### src/rtl/switch_mcu_alu_shift_unit.sv
// switch_mcu_alu_shift_unit
//   Multi-cycle shift execution unit (SLL/SRL/SRA and immediate forms).
//   Reads rs1 (and rs2 for register forms) through the register-file read
//   ports, shifts STEP bits per cycle, and writes the result back through
//   the write port. All outputs are registered.
//
// Ports
//   in_clk, in_rst           clock (rising edge), async active-low reset
//   in_en                    unit enable; low aborts any operation
//   in_start                 start pulse, honoured only in IDLE with in_en=1
//   in_op                    00 SLL, 01 SRL, 11 SRA, 10 reserved
//   in_src_imm               1: shamt from in_imm_type_i, 0: shamt from rs2
//   in_imm_type_i            I-type immediate (low SHAMT_W bits used)
//   in_rs1/in_rs2/in_rd      register indices
//   in_rdata_1/in_rdata_2    read data (valid one cycle after read enable)
//   out_raddr_*/out_ren_*    read ports 1/2
//   out_waddr/out_wen/out_wdata  write port
//   out_busy                 high in every state except IDLE
//   out_done                 one-cycle completion pulse
//
// state   | meaning
// --------+--------------------------------------------------------------
// IDLE    | waiting for a start
// RD      | read enables asserted towards the register file
// CAP     | read data returned; capture operand and shift amount
// SHIFT   | shift by min(STEP, remaining) per cycle
// WB      | write result (unless rd=x0 or reserved op), pulse done

module switch_mcu_alu_shift_unit #(
    parameter int XLEN    = 32,
    parameter int SHAMT_W = 5,
    parameter int STEP    = 1
) (
    input  logic               in_clk,
    input  logic               in_rst,
    input  logic               in_en,
    input  logic               in_start,
    input  logic [1:0]         in_op,
    input  logic               in_src_imm,
    input  logic [11:0]        in_imm_type_i,
    input  logic [4:0]         in_rs1,
    input  logic [4:0]         in_rs2,
    input  logic [4:0]         in_rd,
    input  logic [XLEN-1:0]    in_rdata_1,
    input  logic [XLEN-1:0]    in_rdata_2,
    output logic [4:0]         out_raddr_1,
    output logic               out_ren_1,
    output logic [4:0]         out_raddr_2,
    output logic               out_ren_2,
    output logic [4:0]         out_waddr,
    output logic               out_wen,
    output logic [XLEN-1:0]    out_wdata,
    output logic               out_busy,
    output logic               out_done
);

    typedef enum logic [2:0] {
        ST_IDLE  = 3'd0,
        ST_RD    = 3'd1,
        ST_CAP   = 3'd2,
        ST_SHIFT = 3'd3,
        ST_WB    = 3'd4
    } state_t;

    localparam logic [1:0] OP_SLL = 2'b00;
    localparam logic [1:0] OP_SRL = 2'b01;
    localparam logic [1:0] OP_RSV = 2'b10;

    localparam logic [SHAMT_W:0] STEP_W = (SHAMT_W + 1)'(STEP);

    state_t               state_q, state_d;
    logic [1:0]           op_q, op_d;
    logic                 src_imm_q, src_imm_d;
    logic [SHAMT_W-1:0]   imm_sh_q, imm_sh_d;
    logic [4:0]           rd_q, rd_d;
    logic [XLEN-1:0]      opnd_q, opnd_d;
    logic [SHAMT_W-1:0]   rem_q, rem_d;

    logic [4:0]           raddr_1_d, raddr_2_d, waddr_d;
    logic                 ren_1_d, ren_2_d, wen_d, busy_d, done_d;
    logic [XLEN-1:0]      wdata_d;

    logic [SHAMT_W-1:0]   cap_sh;
    logic [SHAMT_W:0]     rem_ext;
    logic [SHAMT_W:0]     amt;

    logic                 unused_bits;
    assign unused_bits = &{1'b0, in_imm_type_i[11:SHAMT_W], in_rdata_2[XLEN-1:SHAMT_W]};

    assign cap_sh  = src_imm_q ? imm_sh_q : in_rdata_2[SHAMT_W-1:0];
    assign rem_ext = {1'b0, rem_q};
    // Last iteration may need fewer than STEP bits.
    assign amt     = (rem_ext < STEP_W) ? rem_ext : STEP_W;

    always_comb begin
        state_d   = state_q;
        op_d      = op_q;
        src_imm_d = src_imm_q;
        imm_sh_d  = imm_sh_q;
        rd_d      = rd_q;
        opnd_d    = opnd_q;
        rem_d     = rem_q;
        raddr_1_d = '0;
        raddr_2_d = '0;
        ren_1_d   = 1'b0;
        ren_2_d   = 1'b0;
        waddr_d   = '0;
        wen_d     = 1'b0;
        wdata_d   = '0;
        done_d    = 1'b0;
        busy_d    = 1'b0;

        case (state_q)
            ST_IDLE: begin
                if (in_start) begin
                    state_d   = ST_RD;
                    op_d      = in_op;
                    src_imm_d = in_src_imm;
                    imm_sh_d  = in_imm_type_i[SHAMT_W-1:0];
                    rd_d      = in_rd;
                    ren_1_d   = 1'b1;
                    raddr_1_d = in_rs1;
                    if (!in_src_imm) begin
                        ren_2_d   = 1'b1;
                        raddr_2_d = in_rs2;
                    end
                end
            end
            ST_RD: begin
                state_d = ST_CAP;
            end
            ST_CAP: begin
                opnd_d = in_rdata_1;
                rem_d  = cap_sh;
                if (op_q == OP_RSV || cap_sh == '0) begin
                    state_d = ST_WB;
                end else begin
                    state_d = ST_SHIFT;
                end
            end
            ST_SHIFT: begin
                case (op_q)
                    OP_SLL:  opnd_d = opnd_q << amt;
                    OP_SRL:  opnd_d = opnd_q >> amt;
                    default: opnd_d = $unsigned($signed(opnd_q) >>> amt);
                endcase
                rem_d = rem_q - amt[SHAMT_W-1:0];
                if (rem_d == '0) begin
                    state_d = ST_WB;
                end
            end
            ST_WB: begin
                state_d = ST_IDLE;
            end
            default: begin
                state_d = ST_IDLE;
            end
        endcase

        // Disable wins over everything, including a start in the same cycle.
        if (!in_en) begin
            state_d   = ST_IDLE;
            ren_1_d   = 1'b0;
            ren_2_d   = 1'b0;
            raddr_1_d = '0;
            raddr_2_d = '0;
        end

        // Outputs are registered, so the WB outputs are set on the edge
        // that enters WB, using the operand value being loaded that edge.
        if (state_d == ST_WB) begin
            done_d = 1'b1;
            if (rd_q != 5'd0 && op_q != OP_RSV) begin
                wen_d   = 1'b1;
                waddr_d = rd_q;
                wdata_d = opnd_d;
            end
        end

        busy_d = (state_d != ST_IDLE);
    end

    always_ff @(posedge in_clk or negedge in_rst) begin
        if (!in_rst) begin
            state_q     <= ST_IDLE;
            op_q        <= '0;
            src_imm_q   <= 1'b0;
            imm_sh_q    <= '0;
            rd_q        <= '0;
            opnd_q      <= '0;
            rem_q       <= '0;
            out_raddr_1 <= '0;
            out_ren_1   <= 1'b0;
            out_raddr_2 <= '0;
            out_ren_2   <= 1'b0;
            out_waddr   <= '0;
            out_wen     <= 1'b0;
            out_wdata   <= '0;
            out_busy    <= 1'b0;
            out_done    <= 1'b0;
        end else begin
            state_q     <= state_d;
            op_q        <= op_d;
            src_imm_q   <= src_imm_d;
            imm_sh_q    <= imm_sh_d;
            rd_q        <= rd_d;
            opnd_q      <= opnd_d;
            rem_q       <= rem_d;
            out_raddr_1 <= raddr_1_d;
            out_ren_1   <= ren_1_d;
            out_raddr_2 <= raddr_2_d;
            out_ren_2   <= ren_2_d;
            out_waddr   <= waddr_d;
            out_wen     <= wen_d;
            out_wdata   <= wdata_d;
            out_busy    <= busy_d;
            out_done    <= done_d;
        end
    end

endmodule

### config.mk
export PLATFORM = sky130hd
export DESIGN_NAME = switch_mcu_alu_shift_unit
export DESIGN_NICKNAME = d
export VERILOG_FILES = /design/src/rtl/switch_mcu_alu_shift_unit.sv
export SDC_FILE = /design/constraint.sdc
export NUM_CORES = 1
export LEC_CHECK = 0
export CAP_MARGIN = 0
export CELL_PAD_IN_SITES_DETAIL_PLACEMENT = 0
export CELL_PAD_IN_SITES_GLOBAL_PLACEMENT = 1
export CORE_MARGIN = 2
export CORE_UTILIZATION = 37
export CTS_BUF_LIST = sky130_fd_sc_hd__clkbuf_2 sky130_fd_sc_hd__clkbuf_4 sky130_fd_sc_hd__clkbuf_8
export CTS_CLUSTER_DIAMETER = 80
export DETAILED_ROUTE_END_ITERATION = 10
export GPL_ROUTABILITY_DRIVEN = 0
export GPL_TIMING_DRIVEN = 1
export PLACE_DENSITY = 0.94
export REMOVE_ABC_BUFFERS = 1
export SYNTH_ARGS = -nofsm -noshare
export SYNTH_HDL_FRONTEND = slang
export SYNTH_SLANG_ARGS = --single-unit
### constraint.sdc
create_clock -name in_clk -period 2.5 [get_ports in_clk]
set_input_delay 0.375 -clock in_clk [delete_from_list [all_inputs] [get_ports in_clk]]
set_output_delay 0.375 -clock in_clk [all_outputs]
set_load 0.03 [all_outputs]
# --- Yosys cells after proc, flatten, opt, wreduce, memory -nomap -nowiden ---
# Index checks and enable logic that the tools add are counted.
# W data, S select, Z words.
word_totals:
  latchBits: 0
  output_inout_bits: 52
  in_bits: 98
  n_memories: 0
  ramBits: 0
  reg_bits: 105
  word_cells: 69
  mem_bits_ro: 0
classes:
  n_eq_ne: 7
  order_cmp: 1
  reduce_logical: 10
  n_bitwise: 0
  mux: 31
  mul: 0
  n_shift: 3
  addsub: 1
  div: 0
ops:
  columns: ["op", "n"]
  rows:
  - ["$pmux W32 S2", 2]
  - ["$mux W32", 2]
  - ["$mux W5", 11]
  - ["$shl A32 B5 Y32", 1]
  - ["$shr A32 B5 Y32", 1]
  - ["$sshr A32 B5 Y32", 1]
  - ["$mux W3", 4]
  - ["$pmux W3 S4", 1]
  - ["$logic_not A5 Y1", 2]
  - ["$mux W1", 10]
  - ["$pmux W5 S2", 1]
  - ["$eq A3 B2 Y1 const B", 2]
  - ["$lt A5 B1 Y1 const B", 1]
  - ["$reduce_bool A5 Y1", 1]
  - ["$sub A5 B5 Y5", 1]
  - ["$eq A3 B1 Y1 const B", 1]
  - ["$eq A3 B3 Y1 const B", 1]
  - ["$logic_not A3 Y1", 1]
  - ["$reduce_bool A3 Y1", 1]
  - ["$eq A2 B1 Y1 const B", 1]
  - ["$eq A2 B2 Y1 const B", 1]
  - ["$logic_not A2 Y1", 1]
  - ["$ne A2 B2 Y1 const B", 1]
  - ["$reduce_and A2 Y1", 1]
  - ["3 further kinds", 3]

# --- Longest topological paths before layout ---
# Gate-level depths: netlist (run 1).
logic_depth:
  depth_word: 9
  ltp_mapped: 8

# --- Least setup slack after synthesis (run 1) ---
# OpenSTA, ideal clock, no wires.
synth_path:
  path_kind: "register to register"
  from: "reg rem_q[1]"
  to: "reg out_wdata[12]"
  stages_incl_launch_ff: 9
  arrival_time_ns: 1.991
  path_buffers: 1
  period_less_slack_ns: 2.056
  setup_slack_ns: 0.444
  cell_sequence: "dfrtp_1 -> or3_4 -> o21ai_0 -> ha_1 -> nand3_1 -> a32oi_2 -> and2_2 -> clkbuf_2 -> and2_1"
synth_between:
  elab_chain_len: 9
synth_rtl:
  columns: ["item", "line", "text"]
  rows:
  - ["start, declared", "77", "logic [SHAMT_W-1:0] rem_q, rem_d;"]
  - ["start signal, assigned", "208", "rem_q <= rem_d;"]
  - ["$lt A5 B1 Y1", "93", "assign amt = (rem_ext < STEP_W) ? rem_ext : STEP_W;"]
  - ["$mux W5", "93", null]
  - ["$sub A5 B5 Y5", "147", "rem_d = rem_q - amt[SHAMT_W-1:0];"]
  - ["$logic_not A5 Y1", "148", "if (rem_d == '0) begin"]
  - ["$mux W3", "148", null]
  - ["$pmux W3 S4", "113", "case (state_q)"]
  - ["$mux W3", "161", "if (!in_en) begin"]
  - ["$eq A3 B3 Y1", "171", "if (state_d == ST_WB) begin"]
  - ["$mux W32 *", "171", null]
  - ["named net wdata_d[12]", "81", "logic [XLEN-1:0] wdata_d;"]
  - ["end signal, assigned", "215", "out_wdata <= wdata_d;"]
  - ["end, declared", "52", "output logic [XLEN-1:0] out_wdata,"]
# The timed path passes the listed nets; every way through them passes the cells marked *.
# A chain may end at the register's enable or synchronous reset.

# --- Worst setup path in the final report (run 1) ---
layout_path:
  from: "reg rem_q[1]"
  to: "reg out_wdata[0]"
# Same word-level chain as after synthesis.

==> impl_metrics.xml, run 1 <==
<?xml version="1.0" encoding="UTF-8"?>
<metrics>
  <group name="outcome">
    <metric name="status" unit="">completed</metric>
  </group>
  <group name="layout">
    <metric name="area.growth.synth_to_final" unit="%">35.6</metric>
    <metric name="final_nets" unit="">572</metric>
    <metric name="multiInputGateArea" unit="um2">1750</metric>
    <metric name="post_route_cells_drive_above_1_share" unit="">0.178</metric>
    <metric name="final.fill_count" unit="">1075</metric>
    <metric name="diode_insertion_count_for_antenna_repair" unit="">0</metric>
    <metric name="cell_area_after_layout" unit="um2">6110</metric>
    <metric name="ff_latch_area" unit="um2">2630</metric>
  </group>
  <group name="timing">
    <metric name="maxSlewViolCount" unit="">0</metric>
    <metric name="fin_crit" unit="ps">2190</metric>
    <metric name="post-route-period-util" unit="">0.875</metric>
    <metric name="setup_tns" unit="ps">0</metric>
    <metric name="max_slew_margin" unit="">0.601</metric>
    <metric name="grt_setup_unrepaired" unit="">no</metric>
    <metric name="final.setup.worst_slack" unit="ps">313</metric>
    <metric name="max_slew.worst_pin.slew" unit="ps">594</metric>
    <metric name="setup_viol" unit="">0</metric>
    <metric name="fmax" unit="MHz">457</metric>
    <metric name="skew" unit="ps">9.11</metric>
    <metric name="final_hold_viol_count" unit="">0</metric>
  </group>
  <group name="placement">
    <metric name="detailed_place.area" unit="um2">5880</metric>
    <metric name="post-place-ws" unit="ps">334</metric>
    <metric name="place.detailed.hpwl" unit="mm">7.06</metric>
    <metric name="io_buffers" unit="">115</metric>
  </group>
  <group name="setup_path">
    <metric name="ff2ff_path_depth" unit="">8</metric>
    <metric name="critical_path.endpoint_type" unit="">register</metric>
    <metric name="worst_ep_arrival_time" unit="ps">2490</metric>
    <metric name="rr_startpoint" unit="">rem_q[1]</metric>
    <metric name="critPathCapture" unit="">out_wdata[0]</metric>
    <metric name="timing.critical_path.required" unit="ps">2800</metric>
    <metric name="reg2reg_setup_slack" unit="ps">310</metric>
    <metric name="r2r_end" unit="">out_wdata[0]</metric>
    <metric name="critical_path_peak_fanout" unit="">33</metric>
    <metric name="critPathKind" unit="">register to register</metric>
    <metric name="setup.worst_path.start" unit="">rem_q[1]</metric>
    <metric name="critical_path.startpoint_type" unit="">register</metric>
  </group>
  <group name="logic_synthesis">
    <metric name="number_of_enable_type_register_cells_in_the_synthesized_netlist" unit="">0</metric>
    <metric name="ys_dominant_reg_cell" unit="">sky130_fd_sc_hd__dfrtp_1</metric>
    <metric name="synth_most_common_cell" unit="">sky130_fd_sc_hd__dfrtp_1</metric>
    <metric name="synth_largest_area_cell" unit="">sky130_fd_sc_hd__dfrtp_1</metric>
    <metric name="synthesized_cell_area" unit="um2">4500</metric>
    <metric name="ys_seq_area_frac" unit="">0.583</metric>
    <metric name="post_synth_xor_area_fraction" unit="">0</metric>
    <metric name="post_synth_fa_ha_maj_area_fraction" unit="">0.00278</metric>
    <metric name="async_flop_share" unit="">1.00</metric>
    <metric name="dominant_combinational_cell_family_by_area_after_synthesis" unit="">compound AO/OA/AOI/OAI gates</metric>
    <metric name="synthTopCellsByCount" unit="">105 x sky130_fd_sc_hd__dfrtp_1, 42 x sky130_fd_sc_hd__and2_1, 35 x sky130_fd_sc_hd__mux2i_1</metric>
    <metric name="synth_cell_types" unit="">39</metric>
    <metric name="synth_seq_cells" unit="">105</metric>
    <metric name="synth.area.mux_share" unit="">0.108</metric>
    <metric name="yosys.area.top_type_share" unit="">0.583</metric>
    <metric name="avg_cell_area_syn" unit="um2">12.7</metric>
    <metric name="synth_cells" unit="">354</metric>
    <metric name="synth-simple-area-share" unit="">0.112</metric>
    <metric name="synth-compound-area-share" unit="">0.162</metric>
    <metric name="synth_warnings" unit="">0</metric>
    <metric name="synth_area_leaders" unit="">sky130_fd_sc_hd__dfrtp_1 58%, sky130_fd_sc_hd__mux2i_1 7.8%, sky130_fd_sc_hd__o22ai_2 6.7%, sky130_fd_sc_hd__and2_1 5.8%, sky130_fd_sc_hd__mux2_2 3.0%</metric>
  </group>
  <group name="floorplan">
    <metric name="number_of_placement_rows" unit="">40</metric>
    <metric name="floorplan.io_pins" unit="">150</metric>
    <metric name="floorplan.initialDensity" unit="">0.377</metric>
    <metric name="die_w" unit="um">114</metric>
    <metric name="design.die.area" unit="um2">13100</metric>
    <metric name="core" unit="um2">12000</metric>
    <metric name="die_height" unit="um">114</metric>
  </group>
  <group name="drt">
    <metric name="drt_iter0_drc" unit="">106</metric>
    <metric name="wl" unit="mm">10.3</metric>
    <metric name="first_pass_iters" unit="">6</metric>
    <metric name="route.detailed.vias_per_inst" unit="">5.09</metric>
    <metric name="vias" unit="">3175</metric>
    <metric name="wirelength_per_cell" unit="um">16.4</metric>
    <metric name="route.antenna.remaining_nets" unit="">0</metric>
    <metric name="drcViolationCount" unit="">0</metric>
  </group>
  <group name="power_and_ir_drop">
    <metric name="power.density" unit="nW/um2">909</metric>
    <metric name="vdd_ir_drop_max" unit="mV">0.436</metric>
    <metric name="power_leakage" unit="nW">2.61</metric>
  </group>
  <group name="flow_run">
    <metric name="cap_viol_max_count" unit="">0</metric>
  </group>
  <group name="cts">
    <metric name="clk_pin_slew_worst_paths" unit="ps">100</metric>
    <metric name="numCtsBuffers" unit="">9</metric>
    <metric name="cts_tree" unit="">yes</metric>
    <metric name="clock-root-buffer" unit="">sky130_fd_sc_hd__clkbuf_8</metric>
    <metric name="numClockSinks" unit="">105</metric>
    <metric name="worst_skew_pair.late_latency" unit="ps">370</metric>
    <metric name="clock_tree.htree_level_count" unit="">3</metric>
    <metric name="cts.path.max_buffers" unit="">2</metric>
    <metric name="cts-resized-gates" unit="">0</metric>
    <metric name="post-cts-setup-buffers" unit="">0</metric>
  </group>
  <group name="global_routing">
    <metric name="grt_usage" unit="">0.167</metric>
    <metric name="grt_max_degree" unit="">63</metric>
    <metric name="grt_pass1_vias" unit="">3341</metric>
    <metric name="antenna_found_initial" unit="">0</metric>
    <metric name="grt_first_pass_wirelength" unit="mm">16.8</metric>
    <metric name="gr-total-overflow" unit="">0</metric>
  </group>
  <group name="worst_hold_path">
    <metric name="hp-class" unit="">input port to asynchronous set/reset pin</metric>
  </group>
</metrics>
[cell usage in the layout (no fill, tap or decap), types with 3 or more instances in the layout]
cell type,n
sky130_fd_sc_hd__mux2_2,12
sky130_fd_sc_hd__o22ai_2,24
sky130_fd_sc_hd__nor4_1,3
sky130_fd_sc_hd__nor3_1,3
sky130_fd_sc_hd__buf_12,4
sky130_fd_sc_hd__inv_1,5
sky130_fd_sc_hd__dfrtp_1,105
sky130_fd_sc_hd__and3_1,7
sky130_fd_sc_hd__nand2b_1,4
sky130_fd_sc_hd__a22o_1,3
sky130_fd_sc_hd__nor2_1,8
sky130_fd_sc_hd__a21oi_2,13
sky130_fd_sc_hd__o22ai_1,8
sky130_fd_sc_hd__buf_4,10
sky130_fd_sc_hd__o21ai_0,8
sky130_fd_sc_hd__and2_1,42
sky130_fd_sc_hd__clkbuf_8,10
sky130_fd_sc_hd__clkdlybuf4s50_1,114
sky130_fd_sc_hd__mux2i_1,35
sky130_fd_sc_hd__a21oi_1,21
sky130_fd_sc_hd__nand2_1,10
sky130_fd_sc_hd__o32ai_1,3
[critical path, cell delays in order (launching register included)]
cell and delay [ps]:
sky130_fd_sc_hd__dfrtp_1 460, sky130_fd_sc_hd__or3_4 420, sky130_fd_sc_hd__o21ai_0 170, sky130_fd_sc_hd__ha_1 230
sky130_fd_sc_hd__nand3_1 110, sky130_fd_sc_hd__a32oi_2 180, sky130_fd_sc_hd__and2_2 200, sky130_fd_sc_hd__buf_12 170
sky130_fd_sc_hd__and2_1 160
[worst min-delay path by stage]
stage	to	from	cells past startpoint	slack (ps)
floorplan	imm_sh_q[0]	in_rst	0	80
global placement	out_wdata[11]	in_rst	1	390
detailed placement	out_wdata[11]	in_rst	1	410
CTS	opnd_q[13]	in_rst	2	520
global route	out_raddr_1[0]	in_rs1[0]	2	520
finish	opnd_q[13]	in_rst	2	530
[kinds of logic (layout without fill, tap and decap cells)]
group	Yosys count	after routing
DFF	105	105
AOI/OAI and AO/OA	88	88
and+or+nand+nor	87	87
muxes	47	47
buffers and inverters	26	149
adders and majority gates	1	1
[sequential cells by signal (all words and copies together) (netlist names)]
signal,count
opnd_q,32
out_wdata,32
imm_sh_q,5
out_raddr_1,5
out_raddr_2,5
out_waddr,5
rd_q,5
rem_q,5
state_q,3
op_q,2
out_busy,1
out_done,1
out_ren_1,1
out_ren_2,1
out_wen,1
src_imm_q,1
[power by group]
group | leakage (nW) | switching [mW] | total (mW) | internal (mW)
sequential | 1.32 | 0.418 | 2.53 | 2.11
clock | 0.113 | 0.568 | 1.15 | 0.586
combinational | 1.18 | 0.940 | 1.87 | 0.928
total | 2.61 | 1.93 | 5.55 | 3.62
[routing by layer]
metal | up-vias | GRT usage | wire length [um]
met5 | - | 0 | 0
met4 | 0 | 0.0715 | 207
met1 | 1559 | 0.201 | 4440
li1 | 1502 | - | -
met3 | 16 | 0.0429 | 586
met2 | 98 | 0.283 | 5020
[metrics by stage]
stage / utilization / total power [mW] / cells / hold slack, ps
5_1_grt: 0.511 / 5.91 / 624 / 523
6_report: 0.511 / 5.55 / 624 / 529
3_3_place_gp: 0.492 / 4.34 / 608 / 392
3_5_place_dp: 0.492 / 4.44 / 608 / 406
2_1_floorplan: - / 3.76 / 333 / 79.4
4_1_cts: 0.511 / 5.61 / 624 / 520
[area by class of cell]
cell class / instances / share of cell area
Sequential cell: 105 / 0.430
Clock buffer: 10 / 0.0225
Clock inverter: 5 / 0.0129
Multi-Input combinational cell: 223 / 0.287
Inverter: 5 / 0.00307
Tap cell: 147 / 0.0301
Timing Repair Buffer: 129 / 0.214
[what timing repair did]
| item | in CTS | in global routing |
|---|---|---|
| hold buffers | 1 | 0 |
| setup endpoints to repair | 0 | 0 |
| hold endpoints to repair | 31 | 0 |
Power figures use the tool's default switching activity.
==> run 2: changes to the inputs <==
Settings changed: CORE_MARGIN 2 to not set.
==> impl_metrics.xml, run 2 (synthesis results as in run 1) <==
<?xml version="1.0" encoding="UTF-8"?>
<metrics>
  <group name="cts">
    <metric name="post-cts-setup-buffers" unit="">0</metric>
    <metric name="cts_tree" unit="">yes</metric>
    <metric name="number_of_buffers_inserted_by_hold_repair_at_cts" unit="">0</metric>
    <metric name="clock_tree.htree_level_count" unit="">3</metric>
    <metric name="cts.path.max_buffers" unit="">2</metric>
    <metric name="clk_pin_slew_worst_paths" unit="ps">90</metric>
    <metric name="numCtsBuffers" unit="">9</metric>
    <metric name="worst_skew_pair.late_latency" unit="ps">360</metric>
    <metric name="numClockSinks" unit="">105</metric>
    <metric name="cts-resized-gates" unit="">0</metric>
    <metric name="clock-root-buffer" unit="">sky130_fd_sc_hd__clkbuf_8</metric>
  </group>
  <group name="layout">
    <metric name="final.fill_count" unit="">1020</metric>
    <metric name="layout.cells.non_filler" unit="">618</metric>
    <metric name="post_route_cells_drive_above_1_share" unit="">0.177</metric>
    <metric name="layout.cells.most_common_list" unit="">114 x sky130_fd_sc_hd__clkdlybuf4s50_1, 105 x sky130_fd_sc_hd__dfrtp_1, 42 x sky130_fd_sc_hd__and2_1</metric>
    <metric name="layout_top_registers" unit="">opnd_q x32, out_wdata x32</metric>
    <metric name="final_nets" unit="">570</metric>
    <metric name="diode_insertion_count_for_antenna_repair" unit="">0</metric>
    <metric name="finalCoreUtilization" unit="">0.520</metric>
    <metric name="area.growth.synth_to_final" unit="%">34.7</metric>
    <metric name="final_common_cell" unit="">sky130_fd_sc_hd__clkdlybuf4s50_1</metric>
  </group>
  <group name="timing">
    <metric name="max_slew_margin" unit="">0.592</metric>
    <metric name="skew" unit="ps">9.24</metric>
    <metric name="fin_crit" unit="ps">2290</metric>
    <metric name="max_slew.worst_pin.slew" unit="ps">613</metric>
    <metric name="setup_viol" unit="">0</metric>
    <metric name="final_hold_viol_count" unit="">0</metric>
    <metric name="fmax" unit="MHz">438</metric>
    <metric name="setup_tns" unit="ps">0</metric>
    <metric name="grt_setup_unrepaired" unit="">no</metric>
    <metric name="maxSlewViolCount" unit="">0</metric>
    <metric name="post-route-period-util" unit="">0.914</metric>
    <metric name="final.setup.worst_slack" unit="ps">215</metric>
  </group>
  <group name="drt">
    <metric name="route.antenna.remaining_nets" unit="">0</metric>
    <metric name="route.detailed.vias_per_inst" unit="">5.13</metric>
    <metric name="wirelength_per_cell" unit="um">16.2</metric>
    <metric name="wl" unit="mm">10.0</metric>
    <metric name="vias" unit="">3171</metric>
    <metric name="drt_iter0_drc" unit="">116</metric>
    <metric name="drcViolationCount" unit="">10</metric>
    <metric name="first_pass_iters" unit="">7</metric>
  </group>
  <group name="floorplan">
    <metric name="design.die.area" unit="um2">12600</metric>
    <metric name="core" unit="um2">11700</metric>
    <metric name="floorplan.io_pins" unit="">150</metric>
    <metric name="number_of_placement_rows" unit="">39</metric>
    <metric name="floorplan.initialDensity" unit="">0.386</metric>
    <metric name="die_w" unit="um">112</metric>
    <metric name="die_height" unit="um">112</metric>
  </group>
  <group name="global_routing">
    <metric name="grt_max_degree" unit="">49</metric>
    <metric name="grt_pass1_vias" unit="">3359</metric>
    <metric name="gr-total-overflow" unit="">0</metric>
    <metric name="grt_usage" unit="">0.170</metric>
    <metric name="grt_first_pass_wirelength" unit="mm">16.8</metric>
    <metric name="antenna_found_initial" unit="">0</metric>
  </group>
  <group name="flow_run">
    <metric name="cap_viol_max_count" unit="">0</metric>
  </group>
  <group name="placement">
    <metric name="io_buffers" unit="">115</metric>
    <metric name="post-place-ws" unit="ps">319</metric>
    <metric name="post-place-cells" unit="">603</metric>
    <metric name="place.detailed.hpwl" unit="mm">6.90</metric>
  </group>
  <group name="power_and_ir_drop">
    <metric name="vdd_ir_drop_max" unit="mV">0.369</metric>
    <metric name="power_leakage" unit="nW">2.59</metric>
    <metric name="power.density" unit="nW/um2">897</metric>
    <metric name="totalPowerFinal" unit="mW">5.44</metric>
  </group>
  <group name="setup_path">
    <metric name="timing.critical_path.max_delay_family" unit="">simple AND/OR/NAND/NOR gates</metric>
    <metric name="critical_path.slowest_cell" unit="">sky130_fd_sc_hd__dfrtp_1</metric>
    <metric name="worst_ep_arrival_time" unit="ps">2580</metric>
    <metric name="path_buf_inv" unit="">1</metric>
    <metric name="critical_path_peak_fanout" unit="">33</metric>
    <metric name="timing.critical_path.required" unit="ps">2800</metric>
    <metric name="critical_path.startpoint_type" unit="">register</metric>
    <metric name="timing.critical_path.slowest_cell_delay" unit="ps">460</metric>
    <metric name="critPathKind" unit="">register to register</metric>
    <metric name="critical_path.endpoint_type" unit="">register</metric>
    <metric name="path_cells" unit="">or3_4, o21ai_0, ha_1, nand3_1, a32oi_2, and2_2, buf_12, and2_1</metric>
  </group>
  <group name="worst_hold_path">
    <metric name="hp-class" unit="">input port to asynchronous set/reset pin</metric>
  </group>
  <group name="outcome">
    <metric name="violations" unit="">DRC</metric>
    <metric name="status" unit="">finished, violations left</metric>
  </group>
</metrics>
## run 2: cell count changes in the layout (fill, tap and decap cells not counted), sizes merged
cell / before / now
buf: 14 / 13
bufinv: 2 / 1
clkbuf: 10 / 12
clkinv: 2 / 1
clkinvlp: 0 / 1
dlygate4sd3: 1 / 0
inv: 6 / 5
## run 2: final cells by class
class | instances | area, um2 | share of cell area
flip-flops and latches | 105 | 2630 | 0.433
well taps | 143 | 179 | 0.0295
clock buffers | 12 | 146 | 0.0241
repair buffers | 127 | 1300 | 0.214
clock inverters | 3 | 42.5 | 0.00701
inverters | 5 | 18.8 | 0.00309
multi-input cells | 223 | 1750 | 0.289
## run 2: per-layer routing
| metal | routed length, um | track usage | up-vias |
|---|---|---|---|
| met5 | 0 | 0 | - |
| met4 | 201 | 0.0702 | 0 |
| met3 | 534 | 0.0340 | 17 |
| met2 | 4890 | 0.276 | 108 |
| met1 | 4400 | 0.223 | 1551 |
| li1 | - | - | 1495 |
## run 2: power by group
part / total (mW) / internal (mW) / switching [mW]
clock: 1.04 / 0.491 / 0.549
combinational: 1.88 / 0.926 / 0.950
sequential: 2.52 / 2.11 / 0.415
## run 2: final timing paths
| path | start | slack, ps | to | cells past startpoint |
|---|---|---|---|---|
| max | rem_q[1] | 210 | out_wdata[13] | 8 |
| min in group in_clk | rd_q[3] | 530 | rd_q[3] | 1 |
| max in group asynchronous | in_rst | 1730 | rd_q[0] | 2 |
| min reg2reg | rd_q[3] | 530 | rd_q[3] | 1 |
| min | in_rst | 20 | out_wdata[10] | 1 |
| max reg2reg | rem_q[1] | 210 | out_wdata[13] | 8 |
## run 2: stage by stage
stage / hold slack, ps / area, um2
after floorplan: 79.4 / 4380
after global placement: 426 / 5880
after detailed placement: 439 / 5880
after CTS: 27.0 / 6070
after global routing: 53.9 / 6070
final: 23.8 / 6070
==> run 3: changes to the inputs <==
Settings changed: SKIP_CTS_REPAIR_TIMING set to 1.
==> results of run 3 <==
Same layout as run 2: the final DEF is identical, and so are final timing and power.
